==> src/rtl/uart_tx_cfg.sv <==
// rtl/uart_tx_cfg.sv - Configurable UART transmitter with tick generator, parity, 1.5/2 stop and break
//
// Purpose: pops words from a first-word-fall-through TX FIFO and serialises them
// LSB first with optional parity and 1 / 1.5 / 2 stop bits. It can also hold the line
// low for a break of at least one frame length.
//
// Ports:
//   clk, rst_n      system clock, asynchronous active-low reset
//   baud_div        clocks per oversample tick minus 1
//   num_data_bits   data bits per frame (0 or >DATA_W selects DATA_W)
//   parity          NONE / ODD / EVEN / MARK / SPACE
//   stop_bits       1 / 1.5 / 2
//   send_break      level request to hold the line low
//   tx_data         FIFO head word, valid while tx_empty=0
//   tx_empty        FIFO empty flag
//   tx_rden         FIFO pop strobe, one cycle per frame
//   tx              serial line, registered, idle high
//   tx_busy         low only while idle
//   tx_done         one-cycle pulse after each frame or break

package uart_pkg;
    typedef enum logic [2:0] {
        PARITY_NONE  = 3'd0,
        PARITY_ODD   = 3'd1,
        PARITY_EVEN  = 3'd2,
        PARITY_MARK  = 3'd3,
        PARITY_SPACE = 3'd4
    } parity_t;

    typedef enum logic [1:0] {
        STOP_BITS_1   = 2'd0,
        STOP_BITS_1P5 = 2'd1,
        STOP_BITS_2   = 2'd2
    } stop_bits_t;
endpackage

module uart_tx_cfg
    import uart_pkg::*;
#(
    parameter int DATA_W     = 9,
    parameter int DIV_W      = 16,
    parameter int OVERSAMPLE = 16
) (
    input  logic              clk,
    input  logic              rst_n,
    input  logic [DIV_W-1:0]  baud_div,
    input  logic [3:0]        num_data_bits,
    input  parity_t           parity,
    input  stop_bits_t        stop_bits,
    input  logic              send_break,
    input  logic [DATA_W-1:0] tx_data,
    input  logic              tx_empty,
    output logic              tx_rden,
    output logic              tx,
    output logic              tx_busy,
    output logic              tx_done
);
    // Tick counter must reach the longest break minimum: (1 + DATA_W + 1) bits plus 2 stop bits.
    localparam int              TICK_W  = $clog2((DATA_W + 4) * OVERSAMPLE + 1);
    localparam logic [TICK_W-1:0] OS_T    = TICK_W'(OVERSAMPLE);
    localparam logic [TICK_W-1:0] OS_M1   = TICK_W'(OVERSAMPLE - 1);
    localparam logic [TICK_W-1:0] OS_1P5  = TICK_W'(3 * OVERSAMPLE / 2);
    localparam logic [TICK_W-1:0] OS_2    = TICK_W'(2 * OVERSAMPLE);
    localparam logic [3:0]        DATA_W4 = 4'(DATA_W);

    typedef enum logic [2:0] {
        S_IDLE, S_LOAD, S_START, S_DATA, S_PARITY, S_STOP, S_BREAK
    } state_t;

    state_t            state_q, state_d;
    logic [DIV_W-1:0]  div_cnt_q, div_cnt_d;
    logic [DIV_W-1:0]  div_q, div_d;
    logic [TICK_W-1:0] tick_cnt_q, tick_cnt_d;
    logic [3:0]        bit_cnt_q, bit_cnt_d;
    logic [3:0]        nbits_q, nbits_d;
    parity_t           parity_q, parity_d;
    stop_bits_t        stop_q, stop_d;
    logic [DATA_W-1:0] shift_q, shift_d;
    logic              pbit_q, pbit_d;
    logic              brk_stop_q, brk_stop_d;
    logic              tx_q, tx_d;
    logic              busy_q, rden_q;
    logic              done_q, done_d;

    logic [3:0]        nbits_in;
    logic [DATA_W-1:0] data_masked;
    logic              pbit_in;
    logic              active, tick, bit_end, stop_end, brk_done, last_bit;
    logic [TICK_W-1:0] stop_ticks, stop_len, frame_ticks;

    // Input-side helpers used when a frame or break configuration is captured.
    always_comb begin
        nbits_in = (num_data_bits == 4'd0 || num_data_bits > DATA_W4) ? DATA_W4 : num_data_bits;
        for (int i = 0; i < DATA_W; i++) begin
            data_masked[i] = tx_data[i] & (4'(i) < nbits_in);
        end
        case (parity)
            PARITY_ODD:  pbit_in = ~^data_masked;
            PARITY_EVEN: pbit_in = ^data_masked;
            PARITY_MARK: pbit_in = 1'b1;
            default:     pbit_in = 1'b0;
        endcase
    end

    // Timing helpers derived from the captured configuration.
    always_comb begin
        case (stop_q)
            STOP_BITS_1P5: stop_ticks = OS_1P5;
            STOP_BITS_2:   stop_ticks = OS_2;
            default:       stop_ticks = OS_T;
        endcase
        // The stop that closes a break is always a single bit.
        stop_len    = brk_stop_q ? OS_T : stop_ticks;
        frame_ticks = (TICK_W'(1) + TICK_W'(nbits_q) + TICK_W'(parity_q != PARITY_NONE)) * OS_T
                      + stop_ticks;
        active   = (state_q != S_IDLE) && (state_q != S_LOAD);
        tick     = active && (div_cnt_q == div_q);
        bit_end  = tick && (tick_cnt_q == OS_M1);
        stop_end = tick && (tick_cnt_q == stop_len - TICK_W'(1));
        // Saturated count, or the tick that completes the minimum length.
        brk_done = (tick_cnt_q >= frame_ticks) || (tick && (tick_cnt_q == frame_ticks - TICK_W'(1)));
        last_bit = (bit_cnt_q == nbits_q - 4'd1);
    end

    always_comb begin
        state_d    = state_q;
        div_cnt_d  = div_cnt_q;
        tick_cnt_d = tick_cnt_q;
        bit_cnt_d  = bit_cnt_q;
        shift_d    = shift_q;
        pbit_d     = pbit_q;
        brk_stop_d = brk_stop_q;
        div_d      = div_q;
        nbits_d    = nbits_q;
        parity_d   = parity_q;
        stop_d     = stop_q;
        done_d     = 1'b0;
        tx_d       = 1'b1;

        case (state_q)
            S_IDLE: begin
                if (send_break) begin
                    state_d = S_BREAK;
                end else if (!tx_empty) begin
                    state_d = S_LOAD;
                end
            end
            S_LOAD: begin
                state_d    = S_START;
                shift_d    = tx_data;
                pbit_d     = pbit_in;
                div_d      = baud_div;
                nbits_d    = nbits_in;
                parity_d   = parity;
                stop_d     = stop_bits;
                brk_stop_d = 1'b0;
                bit_cnt_d  = 4'd0;
            end
            S_START: begin
                if (bit_end) begin
                    state_d = S_DATA;
                end
            end
            S_DATA: begin
                if (bit_end) begin
                    if (last_bit) begin
                        state_d = (parity_q == PARITY_NONE) ? S_STOP : S_PARITY;
                    end else begin
                        shift_d   = shift_q >> 1;
                        bit_cnt_d = bit_cnt_q + 4'd1;
                    end
                end
            end
            S_PARITY: begin
                if (bit_end) begin
                    state_d = S_STOP;
                end
            end
            S_STOP: begin
                if (stop_end) begin
                    done_d = 1'b1;
                    if (send_break) begin
                        state_d = S_BREAK;
                    end else if (!tx_empty) begin
                        state_d = S_LOAD;
                    end else begin
                        state_d = S_IDLE;
                    end
                end
            end
            S_BREAK: begin
                if (brk_done && !send_break) begin
                    state_d    = S_STOP;
                    brk_stop_d = 1'b1;
                end
            end
            default: state_d = S_IDLE;
        endcase

        // A break sizes itself from the configuration present when it starts.
        if (state_d == S_BREAK && state_q != S_BREAK) begin
            div_d    = baud_div;
            nbits_d  = nbits_in;
            parity_d = parity;
            stop_d   = stop_bits;
        end

        // Divider free-runs while active; it restarts at frame/break start and when a break
        // is released, since the release is not aligned to a tick.
        if (active) begin
            div_cnt_d = tick ? '0 : div_cnt_q + DIV_W'(1);
        end
        if ((state_d == S_START || state_d == S_BREAK || state_d == S_STOP) && state_d != state_q) begin
            div_cnt_d = '0;
        end

        if (state_d != state_q) begin
            tick_cnt_d = '0;
        end else if (tick) begin
            if (state_q == S_BREAK) begin
                tick_cnt_d = (tick_cnt_q >= frame_ticks) ? tick_cnt_q : tick_cnt_q + TICK_W'(1);
            end else if (state_q == S_DATA && bit_end) begin
                tick_cnt_d = '0;
            end else begin
                tick_cnt_d = tick_cnt_q + TICK_W'(1);
            end
        end

        // Line value follows the state it is registered with.
        case (state_d)
            S_START, S_BREAK: tx_d = 1'b0;
            S_DATA:           tx_d = shift_d[0];
            S_PARITY:         tx_d = pbit_d;
            default:          tx_d = 1'b1;
        endcase
    end

    always_ff @(posedge clk or negedge rst_n) begin
        if (!rst_n) begin
            state_q    <= S_IDLE;
            div_cnt_q  <= '0;
            tick_cnt_q <= '0;
            bit_cnt_q  <= '0;
            div_q      <= '0;
            nbits_q    <= '0;
            parity_q   <= PARITY_NONE;
            stop_q     <= STOP_BITS_1;
            shift_q    <= '0;
            pbit_q     <= 1'b0;
            brk_stop_q <= 1'b0;
            tx_q       <= 1'b1;
            busy_q     <= 1'b0;
            rden_q     <= 1'b0;
            done_q     <= 1'b0;
        end else begin
            state_q    <= state_d;
            div_cnt_q  <= div_cnt_d;
            tick_cnt_q <= tick_cnt_d;
            bit_cnt_q  <= bit_cnt_d;
            div_q      <= div_d;
            nbits_q    <= nbits_d;
            parity_q   <= parity_d;
            stop_q     <= stop_d;
            shift_q    <= shift_d;
            pbit_q     <= pbit_d;
            brk_stop_q <= brk_stop_d;
            tx_q       <= tx_d;
            busy_q     <= (state_d != S_IDLE);
            rden_q     <= (state_d == S_LOAD);
            done_q     <= done_d;
        end
    end

    assign tx      = tx_q;
    assign tx_busy = busy_q;
    assign tx_rden = rden_q;
    assign tx_done = done_q;
endmodule

==> config.mk <==
export PLATFORM = sky130hd
export DESIGN_NAME = uart_tx_cfg
export DESIGN_NICKNAME = d
export VERILOG_FILES = /design/src/rtl/uart_tx_cfg.sv
export SDC_FILE = /design/constraint.sdc
export NUM_CORES = 1
export LEC_CHECK = 0
export BUFFER_PORTS_ARGS = -buffer_cell sky130_fd_sc_hd__buf_4
export CELL_PAD_IN_SITES_DETAIL_PLACEMENT = 1
export CELL_PAD_IN_SITES_GLOBAL_PLACEMENT = 2
export CORE_MARGIN = 2
export CORE_UTILIZATION = 41
export DETAILED_ROUTE_END_ITERATION = 8
export PLACE_DENSITY = 0.88
export SLEW_MARGIN = 20
export SYNTH_ARGS = -nofsm -noshare
export SYNTH_HDL_FRONTEND = slang
export SYNTH_SLANG_ARGS = --single-unit
==> constraint.sdc <==
create_clock -name clk -period 12.1 [get_ports clk]
set_clock_uncertainty 0.05 [all_clocks]
set_input_delay 1.815 -clock clk [delete_from_list [all_inputs] [get_ports clk]]
set_output_delay 1.815 -clock clk [all_outputs]
set_load 0.1 [all_outputs]
==> reports/qor.yml, run 1 <==
clock.fmax_mhz: 229
die_h_um: 110
pre_cts_slack_ps: 7670
numPortBuffers: 41
fin_nets: 559
post_cts_buffers: 0
num_antenna_cells: 0
ys_ff_latch: 71
instances_no_fill: 651
floorplan.initialDensity_pct: 42.2
hpwl_mm: 9.06
die_x_um: 110
dieArea_sq_mm: 0.0120
cpPeakStageDelay_ps: 560
postSynthCellCount: 476
drv_slew: 0
cts_buffer_depth: 2
drive_above_1_share_pct: 20.5
synth_area_leader_cell: "dfrtp_1"
holdBufCountCts: 0
cpMaxStageDelayCell: "or4_4"
worstSetupPathType: "flop to flop"
synth.distinct_cells: 76
syn2layout_area_growth_pct: 12.3
period_share_pct: 36.1
setup_tns_ps: 0
worstMarginPinSlew_ps: 931
num_rows: 38
drc: 0
synth_enable_flop_cells: 0
synth-async-reset-ratio_pct: 100
ir_drop_uv: 96.4
final_cell_mix: "dfrtp_1 (70), nand2_1 (50), buf_4 (43)"
cts_tree: "yes"
synth_top_area_share_pct: 38.3
nFillCells: 1271
swShare_pct: 31.7
setup_viol: 0
path_cells: "or4_4, ha_1, ha_1, a21oi_1, nor2_1, xor3_2, ha_1, a31oi_1, a31oi_1, a21o_1, o31ai_2, o2111a_2, nor3_1"
cts_resized: 0
cts_max_level: 3
p_leak_uw: 0.00232
critPathArrivalTime_ps: 4510
ios: 42
clock_power_share_pct: 30.4
yosys_warnings: 0
p_per_area_mw_per_mm2: 117
cp-end-kind: "flop"
synth.area.top_cells: "dfrtp_1 (38%), mux2_2 (5.4%), xor2_1 (4.8%)"
critPathLaunchType: "flop"
avgSynthCellArea_sq_um: 9.60
status: "complete, no violations"
grt_pass1_vias: 3989
hold_viol_final: 0
wl_per_cell_um: 18.3
core_sq_mm: 0.0108
overflow: 0
p_switching_uw: 191
routed_wl_mm: 11.9
final_common_cell: "dfrtp_1"
grt_first_pass_wirelength_mm: 20.0
drt_iter0_drc: 174
p_int_uw: 410
cpMostUsedCell: "ha_1"
grt_antenna_before_repair: 0
cp_data_required_time_ps: 12240
p_seq_share_pct: 48.6
fin_area_sq_mm: 0.00513
drtAntennaViolNets: 0
place_area_sq_mm: 0.00495
crit_fanout: 16
grtUsageTotal_pct: 21.6
clk_pin_slew_ps: 80
grt_max_degree: 72
layout_setup_ws_ps: 7730
place.gp.congestion: 0.808
combPwrFrac_pct: 21.0
dp_cells: 635
num_vias: 3680
cts_root_buffer: "clkbuf_8"
ys.flop_type: "dfrtp_1"
final.min_clock_period_ps: 4370
cap_violations: 0
syn_nets: 529
rsz0062_at_grt: "no"
dr.pass1.iters: 4
ys_seq_area_share_pct: 38.9
cts_buffers: 9
clkSinkCount: 71
insertion_delay_ps: 350
syn-cell-area_sq_mm: 0.00457
hp-class: "flop to flop"
maxSlewHeadroom_pct: 37.9
avgViaCountPerCell: 5.65
cells by family after synthesis:
kind of cell | count (synthesis) | share of synthesized area (%)
AO/OA/AOI/OAI | 83 | 13.2
AND/OR/NAND/NOR | 189 | 22.1
XOR/XNOR | 52 | 11.6
buffers and inverters | 42 | 4.08
adder cells (fa/ha/maj) | 16 | 4.49
multiplexers | 23 | 5.64
flip-flops | 71 | 38.9
flip-flops by register name (all words and copies together) (netlist names), 2 cells and up:
| signal | count |
|---|---|
| bit_cnt_q | 4 |
| state_q | 3 |
| tick_cnt_q | 8 |
| stop_q | 2 |
| div_q | 16 |
| parity_q | 3 |
| nbits_q | 4 |
| shift_q | 9 |
| div_cnt_q | 16 |
power by group through the flow:
| stage | logic [uW] | clock network, uW | registers [uW] |
|---|---|---|---|
| floorplan | 90.6 | 0 | 288 |
| global placement | 121 | 0 | 295 |
| detailed placement | 127 | 0 | 296 |
| CTS | 128 | 187 | 292 |
| global route | 143 | 198 | 296 |
| finish | 126 | 182 | 292 |
stage by stage:
| step | hold slack (ps) | utilization [%] | total power [uW] |
|---|---|---|---|
| final | 436 | 47.4 | 601 |
| after global routing | 466 | 47.4 | 636 |
| after CTS | 443 | 47.4 | 607 |
| after detailed placement | 418 | 45.7 | 424 |
| after global placement | 402 | 45.7 | 416 |
| after floorplan | 389 | - | 379 |
worst max-delay path: cells and delay by family, from the launching register on:
family | cells | cell delay (ps)
AOI/OAI and AO/OA | 6 | 1680
adders and majority gates | 3 | 930
and+or+nand+nor | 3 | 730
DFF | 1 | 420
xor gates and xnor gates | 1 | 400
metal layers:
layer	vias up	global-route usage (%)	routed length, um
met1	1842	27.3	5460
met3	15	4.03	311
met2	39	37.4	5980
li1	1784	-	-
met5	-	0	0
met4	0	6.42	182
Yosys cell counts (3+ instances only):
cell      count
buf_4         3
xnor2_1      22
a22oi_1       4
and4_1        4
a31oi_1       4
buf_2         8
or3_1         3
o211ai_1      3
xor2_1       25
nand3b_1      5
nor3b_1       6
nor3_2        4
and3_1       12
a21oi_1      22
nand4_1      13
dfrtp_1      70
a21o_1        3
nand2_1      50
inv_1        16
a31o_2        3
clkbuf_1     11
or2_2         3
nor2_1       32
nand2b_1      3
nor3_1       15
nor2b_1       3
nor4_1        9
ha_1         14
nand3_1      12
mux2_2       22
o21ai_0      13
and2_1        6
final timing paths:
path                                  from       endpoint  slack [ps]  cells after the start
max in group asynchronous            rst_n     state_q[1]        9860                      1
worst max register to register  nbits_q[0]  div_cnt_q[12]        7730                     13
worst min-delay path            shift_q[3]     shift_q[3]         440                      2
min in group asynchronous            rst_n       div_q[8]        1530                      1
worst max-delay path            nbits_q[0]  div_cnt_q[12]        7730                     13
worst min register to register  shift_q[3]     shift_q[3]         440                      2
layout make-up:
class                      count  area [sq um]  share of cell area, %
multi-input combinational    363          2610                   50.8
sequential                    71          1780                   34.6
timing repair buffer          43           323                   6.29
tap                          140           175                   3.41
clock buffer                  12           155                   3.02
inverter                      18          67.6                   1.32
clock inverter                 4          28.8                  0.560
(Power assumes the default switching activity.)
==> run 2: changes to the inputs <==
--- a/config.mk
+++ b/config.mk
@@ -9,9 +9,9 @@
 export CELL_PAD_IN_SITES_DETAIL_PLACEMENT = 1
 export CELL_PAD_IN_SITES_GLOBAL_PLACEMENT = 2
 export CORE_MARGIN = 2
-export CORE_UTILIZATION = 41
+export CORE_UTILIZATION = 34
 export DETAILED_ROUTE_END_ITERATION = 8
-export PLACE_DENSITY = 0.88
+export PLACE_DENSITY = 0.79
 export SLEW_MARGIN = 20
 export SYNTH_ARGS = -nofsm -noshare
 export SYNTH_HDL_FRONTEND = slang
==> constraint.sdc (replaced) <==
create_clock -name clk -period 4 [get_ports clk]
set_clock_uncertainty 0.05 [all_clocks]
set_input_delay 0.6 -clock clk [delete_from_list [all_inputs] [get_ports clk]]
set_output_delay 0.6 -clock clk [all_outputs]
set_load 0.1 [all_outputs]
==> run 2 against run 1 <==
Global-route usage fell by 2.9 points. Setup slack worse by 7600 ps. Clock power grew to 4.8 times the previous value. Largest power group unchanged. Sequential power increased to 3.0 times the previous value. First-iteration DRC count shrank 29%. Via count grew 3.0%. Non-clock buffer count increased by 19. Maximum frequency rose by 12%. Sequential cell count unchanged. Die area is 20% higher.
==> reports/qor.yml, run 2 (same netlist as run 1, synthesis figures left out) <==
status: "complete, no violations"
clkSinkCount: 71
dp_cells: 689
cp-end-kind: "flop"
dr.pass1.iters: 4
period_share_pct: 97.3
layout_setup_ws_ps: 108
combPwrFrac_pct: 19.1
setup_viol: 0
cts_max_level: 3
num_antenna_cells: 0
cpPeakStageDelay_ps: 580
hold_viol_final: 0
num_vias: 3790
path_delay_family: "simple AND/OR/NAND/NOR gates"
wl_per_cell_um: 17.8
die_x_um: 120
ios: 42
worstSetupPathType: "flop to flop"
core_sq_mm: 0.0132
clock.fmax_mhz: 257
holdBufCountCts: 0
critPathLaunchType: "flop"
floorplan.initialDensity_pct: 34.7
critPathArrivalTime_ps: 4100
pre_cts_slack_ps: -155
final_common_cell: "dfrtp_1"
ir_drop_uv: 267
hpwl_mm: 9.21
p_leak_uw: 0.00252
p_int_uw: 1550
drive_above_1_share_pct: 26.1
worstMarginPinSlew_ps: 952
cts_root_buffer: "clkbuf_16"
final_cell_mix: "dfrtp_1 (70), buf_4 (61), nand2_1 (50)"
p_per_area_mw_per_mm2: 388
grt_pass1_vias: 4129
insertion_delay_ps: 340
multiInputGateArea_sq_mm: 0.00273
grt_first_pass_wirelength_mm: 20.9
cap_violations: 0
rsz0062_at_grt: "yes"
maxSlewHeadroom_pct: 36.5
routed_wl_mm: 12.5
hp-class: "input port to async pin"
avgViaCountPerCell: 5.38
cts_buffers: 9
fin_nets: 578
die_h_um: 120
seqCellArea_sq_mm: 0.00178
place.gp.congestion: 0.795
overflow: 0
num_rows: 42
drc: 0
nFillCells: 1496
instances_no_fill: 705
final.min_clock_period_ps: 3890
drtAntennaViolNets: 0
p_switching_uw: 628
path_cells: "or4_4, ha_4, inv_1, fa_2, buf_4, xnor2_1, xnor2_1, nand2_1, nor4_4, buf_4, a21o_1, o31ai_4, o2111a_2, buf_12, nor3_1"
grt_antenna_before_repair: 0
numPortBuffers: 41
cts_tree: "yes"
dieArea_sq_mm: 0.0144
grtUsageTotal_pct: 18.7
p_seq_share_pct: 40.6
clk_pin_slew_ps: 60
crit_fanout: 16
drt_iter0_drc: 123
drv_slew: 0
cts_buffer_depth: 2
cp_data_required_time_ps: 4210
worst-path-buf-inv: 4
syn2layout_area_growth_pct: 22.4
cpMaxStageDelayCell: "or4_4"
clock_power_share_pct: 40.3
swShare_pct: 28.9
grt_max_degree: 72
largestRegisters: "div_cnt_q: 16 flops, div_q: 16 flops, shift_q: 9 flops"
## run 2: path summary, 6_finish.rpt
path,start,endpoint,slack (ps),depth (start not counted)
setup reg to reg,parity_q[1],div_cnt_q[14],110,15
hold reg to reg,shift_q[3],shift_q[3],420,2
hold / removal,rst_n,nbits_q[3],350,1
max in group asynchronous,rst_n,div_cnt_q[0],2920,1
min in group clk,shift_q[3],shift_q[3],420,2
setup / recovery,parity_q[1],div_cnt_q[14],110,15
## run 2: what timing repair did
action,in CTS,in global routing
setup buffers,0,1
pin swaps,2,6
gates resized for setup,11,8
endpoints found under the setup margin,20,22
## run 2: power by group through the flow
stage,Clock (uW),Sequential [uW],Combinational [uW]
global route,927,896,463
detailed placement,0,894,396
global placement,0,890,377
finish,875,883,416
CTS,904,882,413
floorplan,0,872,274
## run 2: routing by layer
| metal | vias to the layer above | global-route usage [%] | wire, um |
|---|---|---|---|
| li1 | 1814 | - | - |
| met1 | 1897 | 23.1 | 5680 |
| met2 | 57 | 31.3 | 6110 |
| met3 | 22 | 5.18 | 423 |
| met4 | 0 | 6.84 | 332 |
| met5 | - | 0 | 0 |
## run 2: final cells by class
| class | count | share of cell area (%) |
|---|---|---|
| multi-input cells | 363 | 48.8 |
| flip-flops and latches | 71 | 31.8 |
| repair buffers | 62 | 8.54 |
| clock buffers | 9 | 4.03 |
| well taps | 176 | 3.94 |
| clock inverters | 6 | 1.68 |
| inverters | 18 | 1.21 |
## run 2: worst reg2reg max path: cells and delay by family (launching register included)
kind | cells | cell delay, ps
AOI/OAI and AO/OA | 3 | 530
adders and majority gates | 2 | 850
and+or+nand+nor | 4 | 1220
xor gates and xnor gates | 2 | 280
DFF | 1 | 390
buffers and inverters | 4 | 490
## run 2: stage by stage
stage	power, uW	instance area, sq um	util, %	hold WS [ps]	TNS, ps
2_1_floorplan	1150	4570	-	254	0
3_3_place_gp	1270	5140	39.0	401	0
3_5_place_dp	1290	5140	39.0	417	-1320
4_1_cts	2200	5540	42.0	380	0
5_1_grt	2290	5600	42.4	413	-226
6_report	2170	5600	42.4	348	0
